**src/rtl/joker_pkg.sv**
```systemverilog
// Shared definitions for the Joker TV power/reset sequencer and its helpers.
package joker_pkg;

    typedef enum logic [1:0] {
        StPor,
        StIdle,
        StWait
    } state_e;

    localparam int unsigned DEF_CLKS_PER_US = 50;
    localparam logic [7:0]  DEF_OUT_INV     = 8'h8F;

    // Widest channel vector the priority encoder handles.
    localparam int unsigned MAX_CH = 32;

    // One-hot of the lowest set bit (zero in, zero out).
    function automatic logic [MAX_CH-1:0] lowest_set(input logic [MAX_CH-1:0] v);
        return v & (-v);
    endfunction

endpackage

```
**src/rtl/joker_us_timebase.sv**
```systemverilog
// Free-running prescaler: one-cycle pulse_1us every CLKS_PER_US clocks.
module joker_us_timebase #(
    parameter int unsigned CLKS_PER_US = 50
) (
    input  logic clk,
    input  logic reset_n,
    output logic pulse_1us
);

    localparam int unsigned CntW = $clog2(CLKS_PER_US);

    logic [CntW-1:0] cnt_q;
    logic            pulse_q;

    // Count 0..CLKS_PER_US-1; the pulse is registered on the wrap.
    always_ff @(posedge clk) begin
        if (!reset_n) begin
            cnt_q   <= '0;
            pulse_q <= 1'b0;
        end else if (cnt_q == CntW'(CLKS_PER_US - 1)) begin
            cnt_q   <= '0;
            pulse_q <= 1'b1;
        end else begin
            cnt_q   <= cnt_q + CntW'(1);
            pulse_q <= 1'b0;
        end
    end

    assign pulse_1us = pulse_q;

endmodule

```
**src/rtl/joker_reset_seq.sv**
```systemverilog
// Power/reset sequencer: board POR, staggered channel release, immediate disable,
// suspend gating. NUM_CH must not exceed joker_pkg::MAX_CH.
module joker_reset_seq
    import joker_pkg::*;
#(
    parameter int unsigned       CLKS_PER_US = DEF_CLKS_PER_US,
    parameter int unsigned       NUM_CH      = 8,
    parameter logic [NUM_CH-1:0] OUT_INV     = DEF_OUT_INV,
    parameter int unsigned       POR_US      = 1000000,
    parameter int unsigned       STAGGER_US  = 1000
) (
    input  logic              clk,
    input  logic              reset_n,
    input  logic              suspend,
    input  logic [NUM_CH-1:0] ctrl_req,
    output logic [NUM_CH-1:0] ch_out,
    output logic [NUM_CH-1:0] ch_en,
    output logic              por_reset,
    output logic              por_done,
    output logic              pulse_1us,
    output logic              busy
);

    localparam int unsigned PorW = (POR_US > 0) ? $clog2(POR_US + 1) : 1;
    localparam int unsigned StgW = (STAGGER_US > 0) ? $clog2(STAGGER_US + 1) : 1;

    state_e            state_q;
    logic [PorW-1:0]   us_cnt_q;
    logic [StgW-1:0]   stag_q;
    logic [NUM_CH-1:0] ch_en_q, ch_en_d, ch_out_q;
    logic [NUM_CH-1:0] req_en, pend, rel_bit;
    logic              por_reset_q, por_done_q, busy_q;
    logic              pulse;
    logic              por_hit;

    joker_us_timebase #(
        .CLKS_PER_US (CLKS_PER_US)
    ) u_timebase (
        .clk       (clk),
        .reset_n   (reset_n),
        .pulse_1us (pulse)
    );

    // Disable mask applies every cycle; a release only ever adds a bit from req_en.
    always_comb begin
        req_en  = ~ctrl_req & {NUM_CH{~suspend & por_done_q}};
        pend    = req_en & ~ch_en_q;
        rel_bit = NUM_CH'(lowest_set(MAX_CH'(pend)));
        ch_en_d = ch_en_q & req_en;
        if (state_q == StIdle) begin
            ch_en_d = ch_en_d | rel_bit;
        end
        // True on the pulse that brings the us count to POR_US (first pulse if POR_US=0).
        por_hit = (32'(us_cnt_q) + 32'd1) >= POR_US;
    end

    // Sequencer FSM with registered pin and status outputs.
    always_ff @(posedge clk) begin
        if (!reset_n) begin
            state_q     <= StPor;
            us_cnt_q    <= '0;
            stag_q      <= '0;
            ch_en_q     <= '0;
            ch_out_q    <= ~OUT_INV;
            por_reset_q <= 1'b1;
            por_done_q  <= 1'b0;
            busy_q      <= 1'b0;
        end else begin
            ch_en_q  <= ch_en_d;
            ch_out_q <= ch_en_d ^ ~OUT_INV;
            unique case (state_q)
                StPor: begin
                    if (pulse) begin
                        // Saturates at POR_US; never wraps after expiry.
                        if (32'(us_cnt_q) < POR_US) begin
                            us_cnt_q <= us_cnt_q + PorW'(1);
                        end
                        if (por_hit) begin
                            state_q     <= StIdle;
                            por_reset_q <= 1'b0;
                            por_done_q  <= 1'b1;
                        end
                    end
                end
                StIdle: begin
                    if (pend != '0) begin
                        state_q <= StWait;
                        stag_q  <= StgW'(STAGGER_US);
                        busy_q  <= 1'b1;
                    end
                end
                StWait: begin
                    // Runs to completion even if channels are dropped meanwhile.
                    if (pulse) begin
                        if (stag_q == '0) begin
                            state_q <= StIdle;
                            busy_q  <= 1'b0;
                        end else begin
                            stag_q <= stag_q - StgW'(1);
                        end
                    end
                end
                default: state_q <= StPor;
            endcase
        end
    end

    assign ch_en     = ch_en_q;
    assign ch_out    = ch_out_q;
    assign por_reset = por_reset_q;
    assign por_done  = por_done_q;
    assign pulse_1us = pulse;
    assign busy      = busy_q;

endmodule

```
**config.mk**
```make
export PLATFORM = sky130hd
export DESIGN_NAME = joker_reset_seq
export DESIGN_NICKNAME = d
export VERILOG_FILES = /design/src/rtl/joker_pkg.sv /design/src/rtl/joker_us_timebase.sv /design/src/rtl/joker_reset_seq.sv
export SDC_FILE = /design/constraint.sdc
export NUM_CORES = 1
export LEC_CHECK = 0
export ABC_CLOCK_PERIOD_IN_PS = 2800
export BUFFER_PORTS_ARGS = -buffer_cell sky130_fd_sc_hd__buf_2
export CAP_MARGIN = 20
export CORE_MARGIN = 2
export CORE_UTILIZATION = 58
export CTS_CLUSTER_DIAMETER = 60
export CTS_CLUSTER_SIZE = 16
export DETAILED_ROUTE_END_ITERATION = 10
export PLACE_DENSITY = 0.81
export SLEW_MARGIN = 20
export SYNTH_ARGS = -nofsm -noshare
export SYNTH_HDL_FRONTEND = slang
export SYNTH_SLANG_ARGS = --single-unit
export TNS_END_PERCENT = 30
```
**constraint.sdc**
```tcl
create_clock -name clk -period 2.8 [get_ports clk]
set_clock_uncertainty 0.1 [all_clocks]
set_input_delay 0.14 -clock clk [delete_from_list [all_inputs] [get_ports clk]]
set_output_delay 0.14 -clock clk [all_outputs]
set_load 0.005 [all_outputs]
```
==> metrics.md, run 1 <==
| Metric | Value |
|---|---|
| Outcome | complete, no violations |
| # IOs | 31 |
| Die area | 5450 um2 |
| H-tree depth | 2 |
| First-pass DRT Iterations | 4 |
| Seq/Total Area, Yosys | 37.5% |
| Nets | 379 |
| Clock share of power | 35.7% |
| Main area contributors after synthesis | dfxtp_1 38%, nor2_1 6.4%, xnor2_1 4.6% |
| Vias per std cell | 5.65 |
| Yosys top cell area share | 37.5% |
| Worst VDD drop | 0.307 mV |
| RSZ-0062 raised after global routing | no |
| Die span in y | 73.8 um |
| Sw power | 270 uW |
| GR Util All Layers | 22.3% |
| Worst Setup End Kind | flip-flop |
| WL/cell | 13.2 um |
| Cell count after synthesis | 341 |
| Synthesis-to-finish area growth | 10.4% |
| Vias in the first global route | 2183 |
| Total grt overflow | 0 |
| Leading area contributor after synthesis | dfxtp_1 |
| Leak | 1.16 nW |
| PwrDens | 399 nW/um2 |
| Num CTS Buffers | 5 |
| Share of cells above drive strength 1 | 15.9% |
| Most common cell after layout, fill and taps aside | dfxtp_1 |
| Hold Vio Cnt, Final | 0 |
| Setup crit start kind | flip-flop |
| Later-pin clock latency in the skew report | 0.31 ns |
| Setup bufs post-CTS | 0 |
| CP Cell Sequence | inv_1 > ha_1 > nor4b_1 > a311o_1 > a32oi_1 > nand4b_1 > xor2_1 > a21oi_1 |
| Min Tclk post-route | 2.53 ns |
| Primary FF master, synth | dfxtp_1 |
| Post-Synthesis Cell Area | 2830 um2 |
| Antenna-violating nets left | 0 |
| Async S/R FF share, synth | 0% |
| Crit path max-delay cell type | a32oi_1 |
| Non-filler cells, final | 431 |
| Syn Area/Cell | 8.30 um2 |
| Setup violators final | 0 |
| Placed Cells | 416 |
| Total power | 1.25 mW |
| GP Congestion | 0.884 |
| Largest fanout on the critical path | 11 |
| Slew headroom | 41.5% |
| Setup TNS | 0 ns |
| CTS tree | built |
| Iter 0 DRT Violations | 137 |
| HPWL after DPL | 4060 um |
| CP bufs+invs | 1 |
| Share of power burned in registers | 61.0% |
| Most frequent cells in the layout | 53 x dfxtp_1, 48 x nor2_1, 30 x buf_2, 28 x nand2_1, 17 x a21oi_1 |
| Fin crit share | 90.2% |
| Max Cap Viol | 0 |
| Routed WL | 5680 um |
| Yosys reg bits | 53 |
| # clock sinks | 53 |
| Switching share of power | 21.6% |
| Internal power | 977 uW |
| Worst-path clk slew | 0.10 ns |
| First-pass GRT wire length | 9530 um |
| Final Max Tran Viols | 0 |
| Initial Util | 59.9% |
| # rows | 25 |
| Hold WC Path Type | in -> reg |
| Core region area | 4720 um2 |
| Port Buffer Count | 30 |
| Top delay family on crit path | compound AO/OA/AOI/OAI gates |
| Combinational share of power | 3.3% |
| Largest net degree at the start of global routing | 20 |
| Critical path arrival | 2.67 ns |
| Clock Tree Buf Depth | 2 |
| Number of diodes | 0 |
| FMAX | 0.396 GHz |
| Die Width | 73.8 um |
| Post-Syn Nets | 357 |
| Critical path class | reg -> reg |
| Req. time, crit path | 2.94 ns |
| Root Buffer | clkbuf_8 |
| Netlist cell types | 56 |
| Worst hold slack | 0.0157 ns |
| Vias | 2434 |
| Worst-Margin Slew | 0.877 ns |
| Yosys warns | 0 |
| Post-synth EDFFs | 0 |
| Post-route DRC | 0 |
| Antenna violations before repair | 0 |
| Worst path max stage delay | 0.67 ns |
| Post-layout util | 66.1% |
==> per-stage QoR <==
stage / setup slack [ns] / instance area [um2]
floorplan: 0.733 / 2830
global placement: 0.377 / 2960
detailed placement: 0.307 / 2960
CTS: 0.279 / 3120
global route: 0.0167 / 3120
finish: 0.273 / 3120
==> cells by family after synthesis <==
| kind of cell | share of synthesized area [%] |
|---|---|
| AO/OA/AOI/OAI | 13.3 |
| flip-flops | 37.5 |
| multiplexers | 1.06 |
| buffers and inverters | 6.10 |
| adder cells (fa/ha/maj) | 2.21 |
| XOR/XNOR | 9.29 |
| AND/OR/NAND/NOR | 30.6 |
==> sequential cells by signal, summed over array words and instances (netlist names) <==
name                  flops
us_cnt_q                 20
u_timebase.cnt_q          6
u_timebase.pulse_1us      1
por_reset                 1
busy                      1
ch_en                     8
por_done                  1
ch_out                    3
stag_q                   10
state_q                   2
==> layout make-up <==
class                      instances  area [um2]
fill                             405        1600
clock inverter                     2        13.8
inverter                          14        52.6
tap                               67        83.8
sequential                        53        1060
clock buffer                       6        82.6
timing repair buffer              39         235
multi-input combinational        250        1600
==> tightest hold or removal path, cell delays in order <==
cell and delay, ns:
buf_2 0.10, nor2_1 0.04, o21a_1 0.10
==> worst paths after layout <==
check / start / end / slack [ns] / depth (start not counted)
min: ctrl_req[6] / ch_en[6]$_SDFF_PN0_ / 0.02 / 3
max reg2reg: stag_q[0]$_SDFFE_PN0P_ / stag_q[8]$_SDFFE_PN0P_ / 0.27 / 8
min reg2reg: u_timebase.cnt_q[0]$_SDFF_PP0_ / u_timebase.cnt_q[0]$_SDFF_PP0_ / 0.36 / 1
max: stag_q[0]$_SDFFE_PN0P_ / stag_q[8]$_SDFFE_PN0P_ / 0.27 / 8
==> layer usage <==
| layer | share of wire [%] | vias to the layer above | global-route usage, % |
|---|---|---|---|
| met5 | 0 | - | 0 |
| met4 | 0.74 | 0 | 5.25 |
| met3 | 3.7 | 4 | 5.90 |
| met2 | 46 | 45 | 35.6 |
| met1 | 49 | 1144 | 30.2 |
| li1 | - | 1241 | - |
==> power groups by stage <==
stage	clock network, mW	logic, mW	registers, mW
6_report	0.445	0.0414	0.760
5_1_grt	0.500	0.0457	0.761
4_1_cts	0.459	0.0415	0.760
3_5_place_dp	0	0.0338	0.778
3_3_place_gp	0	0.0334	0.777
2_1_floorplan	0	0.0182	0.777
==> synth_stat cells (3+ instances only) <==
library cell and number:
o21ai_0 8, nor2b_1 3, a21oi_1 17, xnor2_1 15, inv_1 13, mux2i_1 3, nor2_1 48, nor3_1 9
nor4_1 11, nand2b_1 4, buf_4 5, and2_1 3, nand4_1 10, o211ai_1 3, and3_1 6, nand2_1 28
xor2_1 15, clkbuf_1 10, o22ai_1 3, nor4b_1 3, a31oi_1 4, ha_1 5, nand3_1 13, buf_2 9
dfxtp_1 53
==> timing repair <==
| item | in CTS | in global routing |
|---|---|---|
| endpoints found under the hold margin | 8 | 0 |
| gates resized for setup | 0 | 0 |
| hold buffers | 7 | 0 |
(Power assumes the default switching activity.)
==> inputs of run 2 (changes only) <==
Settings changed: ABC_AREA set to 1, CORE_UTILIZATION 58 to 59, PLACE_DENSITY 0.81 to 0.82, SLEW_MARGIN 20 to unset.
==> metrics.md, run 2 <==
| Metric | Value |
|---|---|
| Outcome | complete, no violations |
| Yosys top cell area share | 35.9% (-1.6 points) |
| Largest net degree at the start of global routing | 25 (+25%) |
| Largest fanout on the critical path | 5 (-6) |
| Top delay family on crit path | simple AND/OR/NAND/NOR gates |
| Netlist cell types | 39 (-30%) |
| Syn Area/Cell | 7.10 um2 (-14%) |
| Iter 0 DRT Violations | 162 (+18%) |
| Crit path max-delay cell type | dfxtp_1 |
| Cell with the most instances after synthesis | nand2_1 |
| Die area | 5590 um2 (+2.5%) |
| Worst-Margin Slew | 0.862 ns (-0.0153 ns) |
| CTS tree | built |
| Routed WL | 6200 um (+9.2%) |
| Critical path arrival | 2.31 ns (-0.36 ns) |
| FMAX | 0.451 GHz (+14%) |
| Setup crit start kind | flip-flop |
| CP bufs+invs | 0 (-1) |
| Initial Util | 61.7% (+1.8 points) |
| CP Cell Sequence | ha_1 > nand2_1 > nor2_1 > nand3_1 > nor2_1 > nand2_1 > nand2_2 > nand3_2 > nor2_2 > nor2_2 > nand2_1 > nand2_1 > nand2_1 > nand2_1 |
| Max Cap Viol | 0 (unchanged) |
| Post-Syn Nets | 432 (+21%) |
| Main area contributors after synthesis | dfxtp_1 36%, nand2_1 11%, nor2_1 7.0% |
| PwrDens | 376 nW/um2 (-5.7%) |
| Setup TNS | 0 ns (unchanged) |
| Post-synth EDFFs | 0 (unchanged) |
| Vias | 2672 (+9.8%) |
| Slew headroom | 42.5% (+0.96 points) |
| # clock sinks | 53 (unchanged) |
| Primary FF master, synth | dfxtp_1 |
| Worst VDD drop | 0.351 mV (+14%) |
| Fin crit share | 79.2% (-11 points) |
| H-tree depth | 2 (unchanged) |
| Async S/R FF share, synth | 0% (unchanged) |
| Most common cell after layout, fill and taps aside | nand2_1 |
| # rows | 25 (unchanged) |
| Most used cell along the critical path | nand2_1 |
| Leading area contributor after synthesis | dfxtp_1 |
| Yosys warns | 0 (unchanged) |
| Most frequent cells in the layout | 88 x nand2_1, 55 x nor2_1, 53 x dfxtp_1, 41 x inv_1, 31 x a21oi_1 |
| Number of diodes | 0 (unchanged) |
| WL/cell | 12.0 um (-9.0%) |
| Core region area | 4790 um2 (+1.3%) |
| Num CTS Buffers | 5 (unchanged) |
| Worst hold slack | 0.0861 ns (+0.0705 ns) |
| Number of flip-flops in the largest register | 20 (unchanged) |
| Vias in the first global route | 2439 (+12%) |
| Cell count after synthesis | 416 (+22%) |
| Share of cells above drive strength 1 | 18.0% (+2.1 points) |
| Reg with most FFs | us_cnt_q |
| Register Area | 1060 um2 (unchanged) |
| Clock Tree Buf Depth | 2 (unchanged) |
| Post-route DRC | 0 (unchanged) |
| Final Max Tran Viols | 0 (unchanged) |
| Yosys reg bits | 53 (unchanged) |
| RSZ-0062 raised after global routing | no |
| Req. time, crit path | 2.89 ns (-0.05 ns) |
| Antenna-violating nets left | 0 (unchanged) |
| Worst-path clk slew | 0.09 ns (about the same) |
| Port Buffer Count | 30 (unchanged) |
| Leak | 1.35 nW (+16%) |
| First-pass DRT Iterations | 4 (unchanged) |
| Worst Setup End Kind | flip-flop |
| Hold Vio Cnt, Final | 0 (unchanged) |
| Vias per std cell | 5.17 (-8.5%) |
| Root Buffer | clkbuf_8 |
| Later-pin clock latency in the skew report | 0.30 ns (about the same) |
| Post-Synthesis Cell Area | 2950 um2 (+4.4%) |
| Nets | 465 (+23%) |
| Antenna violations before repair | 0 (unchanged) |
| GR Util All Layers | 23.9% (+1.5 points) |
| HPWL after DPL | 4470 um (+10%) |
| Total grt overflow | 0 (unchanged) |
| Fill cells | 388 (-4.2%) |
| Die Width | 74.7 um (+1.2%) |
| Seq/Total Area, Yosys | 35.9% (-1.6 points) |
| Critical path class | reg -> reg |
| Synthesis-to-finish area growth | 11.2% |
| Worst path max stage delay | 0.41 ns (-0.26 ns) |
| Synth top cells by count | 88 x nand2_1, 55 x nor2_1, 53 x dfxtp_1 |
| Hold WC Path Type | in -> reg |
| GP Congestion | 0.896 (+1.3%) |
| # IOs | 31 (unchanged) |
| Min Tclk post-route | 2.22 ns (-0.309 ns) |
| Setup violators final | 0 (unchanged) |
| Multi-input gate area | 1650 um2 (+3.5%) |
| Die span in y | 74.7 um (+1.2%) |
| First-pass GRT wire length | 10600 um (+11%) |
-- run 2: changes by cell type after synthesis, sizes merged, moves of 9 or more --
cell	previous run	this run
nor2	48	72
inv	13	43
nor4	14	3
nand3	15	27
xnor2	15	6
a21oi	18	32
nand2	28	99
o21ai	8	27
-- run 2: area by class of cell --
cell class	count	area share [%]
inverter	43	4.99
multi-input combinational	307	50.3
clock buffer	6	2.21
timing repair buffer	39	7.24
tap	67	2.55
clock inverter	2	0.419
sequential	53	32.3
-- run 2: logic make-up (layout without fill, tap and decap cells) --
group,Yosys count,count (layout),share of synthesized area (%)
flops,53,53,35.9
simple gates,214,214,35.1
xor+xnor,21,21,6.23
buf+inv,56,90,8.18
fa+ha+maj,5,5,2.12
compound gates,67,67,12.5
-- run 2: layer usage --
metal | routed length [um] | vias up | global-route usage [%]
met3 | 271 | 9 | 4.95
met2 | 3000 | 55 | 41.0
met4 | 57 | 0 | 5.16
met5 | 0 | - | 0
li1 | - | 1394 | -
met1 | 2870 | 1214 | 31.1
-- run 2: worst reg2reg max path, stage by stage, from the launching register on --
cell and delay, ns:
dfxtp_1 0.41, ha_1 0.26, nand2_1 0.07, nor2_1 0.25, nand3_1 0.21, nor2_1 0.14
nand2_1 0.08, nand2_2 0.08, nand3_2 0.09, nor2_2 0.14, nor2_2 0.05, nand2_1 0.06
nand2_1 0.07, nand2_1 0.07, nand2_1 0.04
-- run 2: path summary, 6_finish.rpt --
| kind | startpoint | to | slack, ns | cells after the start |
|---|---|---|---|---|
| worst min register to register | por_reset$_SDFFE_PN1P_ | por_reset$_SDFFE_PN1P_ | 0.35 | 2 |
| worst min-delay path | suspend | ch_en[7]$_SDFF_PN0_ | 0.09 | 4 |
| worst max-delay path | us_cnt_q[1]$_SDFFE_PN0P_ | por_reset$_SDFFE_PN1P_ | 0.58 | 14 |
| worst max register to register | us_cnt_q[1]$_SDFFE_PN0P_ | por_reset$_SDFFE_PN1P_ | 0.58 | 14 |
-- run 2: timing repair --
| item | CTS | global route |
|---|---|---|
| gates resized for setup | 0 | 0 |
| hold endpoints to repair | 7 | 1 |
| hold buffers | 7 | 1 |
| buffers inserted | 0 | 0 |
-- run 2: metrics by stage --
stage	util, %	instance area (um2)	instances	setup WS [ns]	total power, mW
finish	68.6	3280	517	0.582	1.24
CTS	68.4	3270	516	0.578	1.25
floorplan	-	2950	416	0.992	0.796
global route	68.6	3280	517	0.275	1.28
detailed placement	65.1	3120	501	0.590	0.809
global placement	65.1	3120	501	0.644	0.809
-- run 2: power by group --
group / switching, mW / internal [mW] / total [mW]
Combinational: 0.0215 / 0.0180 / 0.0395
Clock: 0.256 / 0.179 / 0.435
Sequential: 0.00411 / 0.757 / 0.761
Total: 0.281 / 0.954 / 1.24
==> inputs of run 3 (changes only) <==
Settings changed: ABC_CLOCK_PERIOD_IN_PS 2800 to 2100.
Clock period 2.8 ns to 2.1 ns, I/O delays scaled along.
==> metrics.md, run 3 (same netlist as run 2, synthesis figures left out) <==
| Metric | Value |
|---|---|
| Die Width | 74.7 um (unchanged) |
| H-tree depth | 2 (unchanged) |
| Hold Vio Cnt, Final | 0 (unchanged) |
| Synthesis-to-finish area growth | 13.0% |
| Outcome | complete, no violations |
| Setup bufs post-CTS | 0 (unchanged) |
| # clock sinks | 53 (unchanged) |
| Core region area | 4790 um2 (unchanged) |
| Num CTS Buffers | 5 (unchanged) |
| Hold WC Path Type | in -> reg |
| Worst VDD drop | 0.392 mV (+12%) |
| Initial Util | 61.7% (unchanged) |
| Number of diodes | 0 (unchanged) |
| Total grt overflow | 0 (unchanged) |
| WL/cell | 12.3 um (+2.5%) |
| Most frequent cells in the layout | 88 x nand2_1, 54 x nor2_1, 51 x dfxtp_1, 41 x inv_1, 31 x a21oi_1 |
| GR Util All Layers | 24.6% (+0.70 points) |
| Setup violators final | 0 (unchanged) |
| Worst hold slack | 0.0475 ns (-0.0386 ns) |
| Critical path class | reg -> reg |
| PwrDens | 492 nW/um2 (+31%) |
| Reg2reg start | us_cnt_q[10]$_SDFFE_PN0P_ |
| Top delay family on crit path | simple AND/OR/NAND/NOR gates |
| Routed WL | 6400 um (+3.2%) |
| Number of flip-flops in the largest register | 20 (unchanged) |
| Die area | 5590 um2 (unchanged) |
| Worst path max stage delay | 0.48 ns (+0.07 ns) |
| Min Tclk post-route | 1.89 ns (-0.326 ns) |
| Largest net degree at the start of global routing | 25 (unchanged) |
| WHS Path Cells | 4 (unchanged) |
| Worst reg2reg setup slack | 0.21 ns (-0.37 ns) |
| Final Max Tran Viols | 0 (unchanged) |
| Nets | 469 (+0.86%) |
| Vias | 2726 (+2.0%) |
| Antenna violations before repair | 0 (unchanged) |
| Root Buffer | clkbuf_8 |
| Most used cell along the critical path | nand2_1 |
| Most common cell after layout, fill and taps aside | nand2_1 |
| Share of cells above drive strength 1 | 19.8% (+1.8 points) |
| HPWL after DPL | 4500 um (+0.58%) |
| # rows | 25 (unchanged) |
| Slack of the critical path | 0.208 ns (-0.374 ns) |
| R2R Path End | por_reset$_SDFFE_PN1P_ |
| Worst-path clk slew | 0.09 ns (about the same) |
| # IOs | 31 (unchanged) |
| Setup crit start kind | flip-flop |
| Die span in y | 74.7 um (unchanged) |
| RSZ-0062 raised after global routing | no |
| GP Congestion | 0.915 (+2.1%) |
| Worst Hold Path EP | ch_en[7]$_SDFF_PN0_ |
| CP Cell Sequence | nand2_2 > nor2_2 > nand2_1 > nor2_1 > nor2_1 > nor2_4 > nand2_1 > nor2_1 > nand3_1 > nand2_1 > nand2_1 > nand2_1 > nand2_1 |
| Vias in the first global route | 2414 (-1.0%) |
| Worst-Margin Slew | 0.868 ns (+0.00688 ns) |
| Antenna-violating nets left | 0 (unchanged) |
| Vias per std cell | 5.23 (+1.2%) |
| Largest fanout on the critical path | 5 (unchanged) |
| Clock Tree Buf Depth | 2 (unchanged) |
| First-pass GRT wire length | 10700 um (+0.98%) |
| Hold Path Origin | suspend |
| Max Cap Viol | 0 (unchanged) |
| Iter 0 DRT Violations | 218 (+35%) |
| Total power | 1.64 mW (+33%) |
| First-pass DRT Iterations | 4 (unchanged) |
| Later-pin clock latency in the skew report | 0.31 ns (about the same) |
| Pre-CTS WS | 0.100 ns (-0.490 ns) |
| Crit path max-delay cell type | dfxtp_1 |
| Port Buffer Count | 30 (unchanged) |
| FMAX | 0.528 GHz (+17%) |
| Req. time, crit path | 2.21 ns (-0.68 ns) |
| CP bufs+invs | 0 (unchanged) |
| CTS tree | built |
| Reg with most FFs | us_cnt_q |
| Slew headroom | 42.0% (-0.46 points) |
| Worst Setup End Kind | flip-flop |
| Post-route DRC | 0 (unchanged) |
| R2r worst-path depth | 13 (-1) |
| Leak | 1.36 nW (+0.91%) |
| Setup TNS | 0 ns (unchanged) |
| Fin crit share | 90.1% (+11 points) |
| Critical path arrival | 2.00 ns (-0.31 ns) |
==> run 3: power breakdown <==
| group | internal (mW) | switching (mW) | total (mW) | leakage [nW] |
|---|---|---|---|---|
| Combinational | 0.0258 | 0.0300 | 0.0558 | 0.896 |
| Clock | 0.237 | 0.335 | 0.572 | 0.0385 |
| Sequential | 1.01 | 0.00553 | 1.01 | 0.429 |
| Total | 1.27 | 0.371 | 1.64 | 1.36 |
==> run 3: worst max path at each step <==
stage | startpoint | endpoint | slack, ns | cells past startpoint
after global placement | us_cnt_q[0]$_SDFFE_PN0P_ | por_reset$_SDFFE_PN1P_ | 0.19 | 14
after CTS | us_cnt_q[0]$_SDFFE_PN0P_ | por_reset$_SDFFE_PN1P_ | 0.07 | 14
after detailed placement | us_cnt_q[0]$_SDFFE_PN0P_ | por_done$_SDFFE_PN0P_ | 0.10 | 12
after global routing | us_cnt_q[10]$_SDFFE_PN0P_ | por_reset$_SDFFE_PN1P_ | 0.03 | 13
after floorplan | us_cnt_q[1]$_SDFFE_PN0P_ | por_reset$_SDFFE_PN1P_ | 0.29 | 14
final | us_cnt_q[10]$_SDFFE_PN0P_ | por_reset$_SDFFE_PN1P_ | 0.21 | 13
==> run 3: cell type report <==
| type | instances | area [um2] |
|---|---|---|
| clock inverter | 1 | 7.51 |
| inverter | 43 | 164 |
| fill | 386 | 1450 |
| timing repair buffer | 43 | 268 |
| multi-input combinational | 307 | 1670 |
| clock buffer | 7 | 76.3 |
| sequential | 53 | 1060 |
| tap | 67 | 83.8 |
==> run 3: tightest hold or removal path, stage by stage <==
cell,delay [ns]
buf_2,0.07
inv_1,0.05
nand2_4,0.12
nor3_1,0.06
==> run 3: per-layer routing <==
metal	share of wire, %	track usage (%)	vias up	wire [um]
li1	-	-	1401	-
met2	48	41.3	73	3070
met5	0	0	-	0
met1	45	31.7	1241	2890
met3	5.2	5.89	11	332
met4	1.6	6.94	0	102
==> run 3: per-stage QoR <==
step | cells | instance area (um2) | util (%)
after floorplan | 416 | 2950 | -
final | 521 | 3340 | 69.7
after global routing | 521 | 3340 | 69.7
after detailed placement | 505 | 3150 | 65.8
after CTS | 521 | 3310 | 69.2
after global placement | 505 | 3150 | 65.8
==> run 3: timing repair <==
action,4_1_cts,5_1_grt
endpoints found under the setup margin,0,3
gates resized for setup,0,7
hold buffers,8,0
hold endpoints to repair,11,0
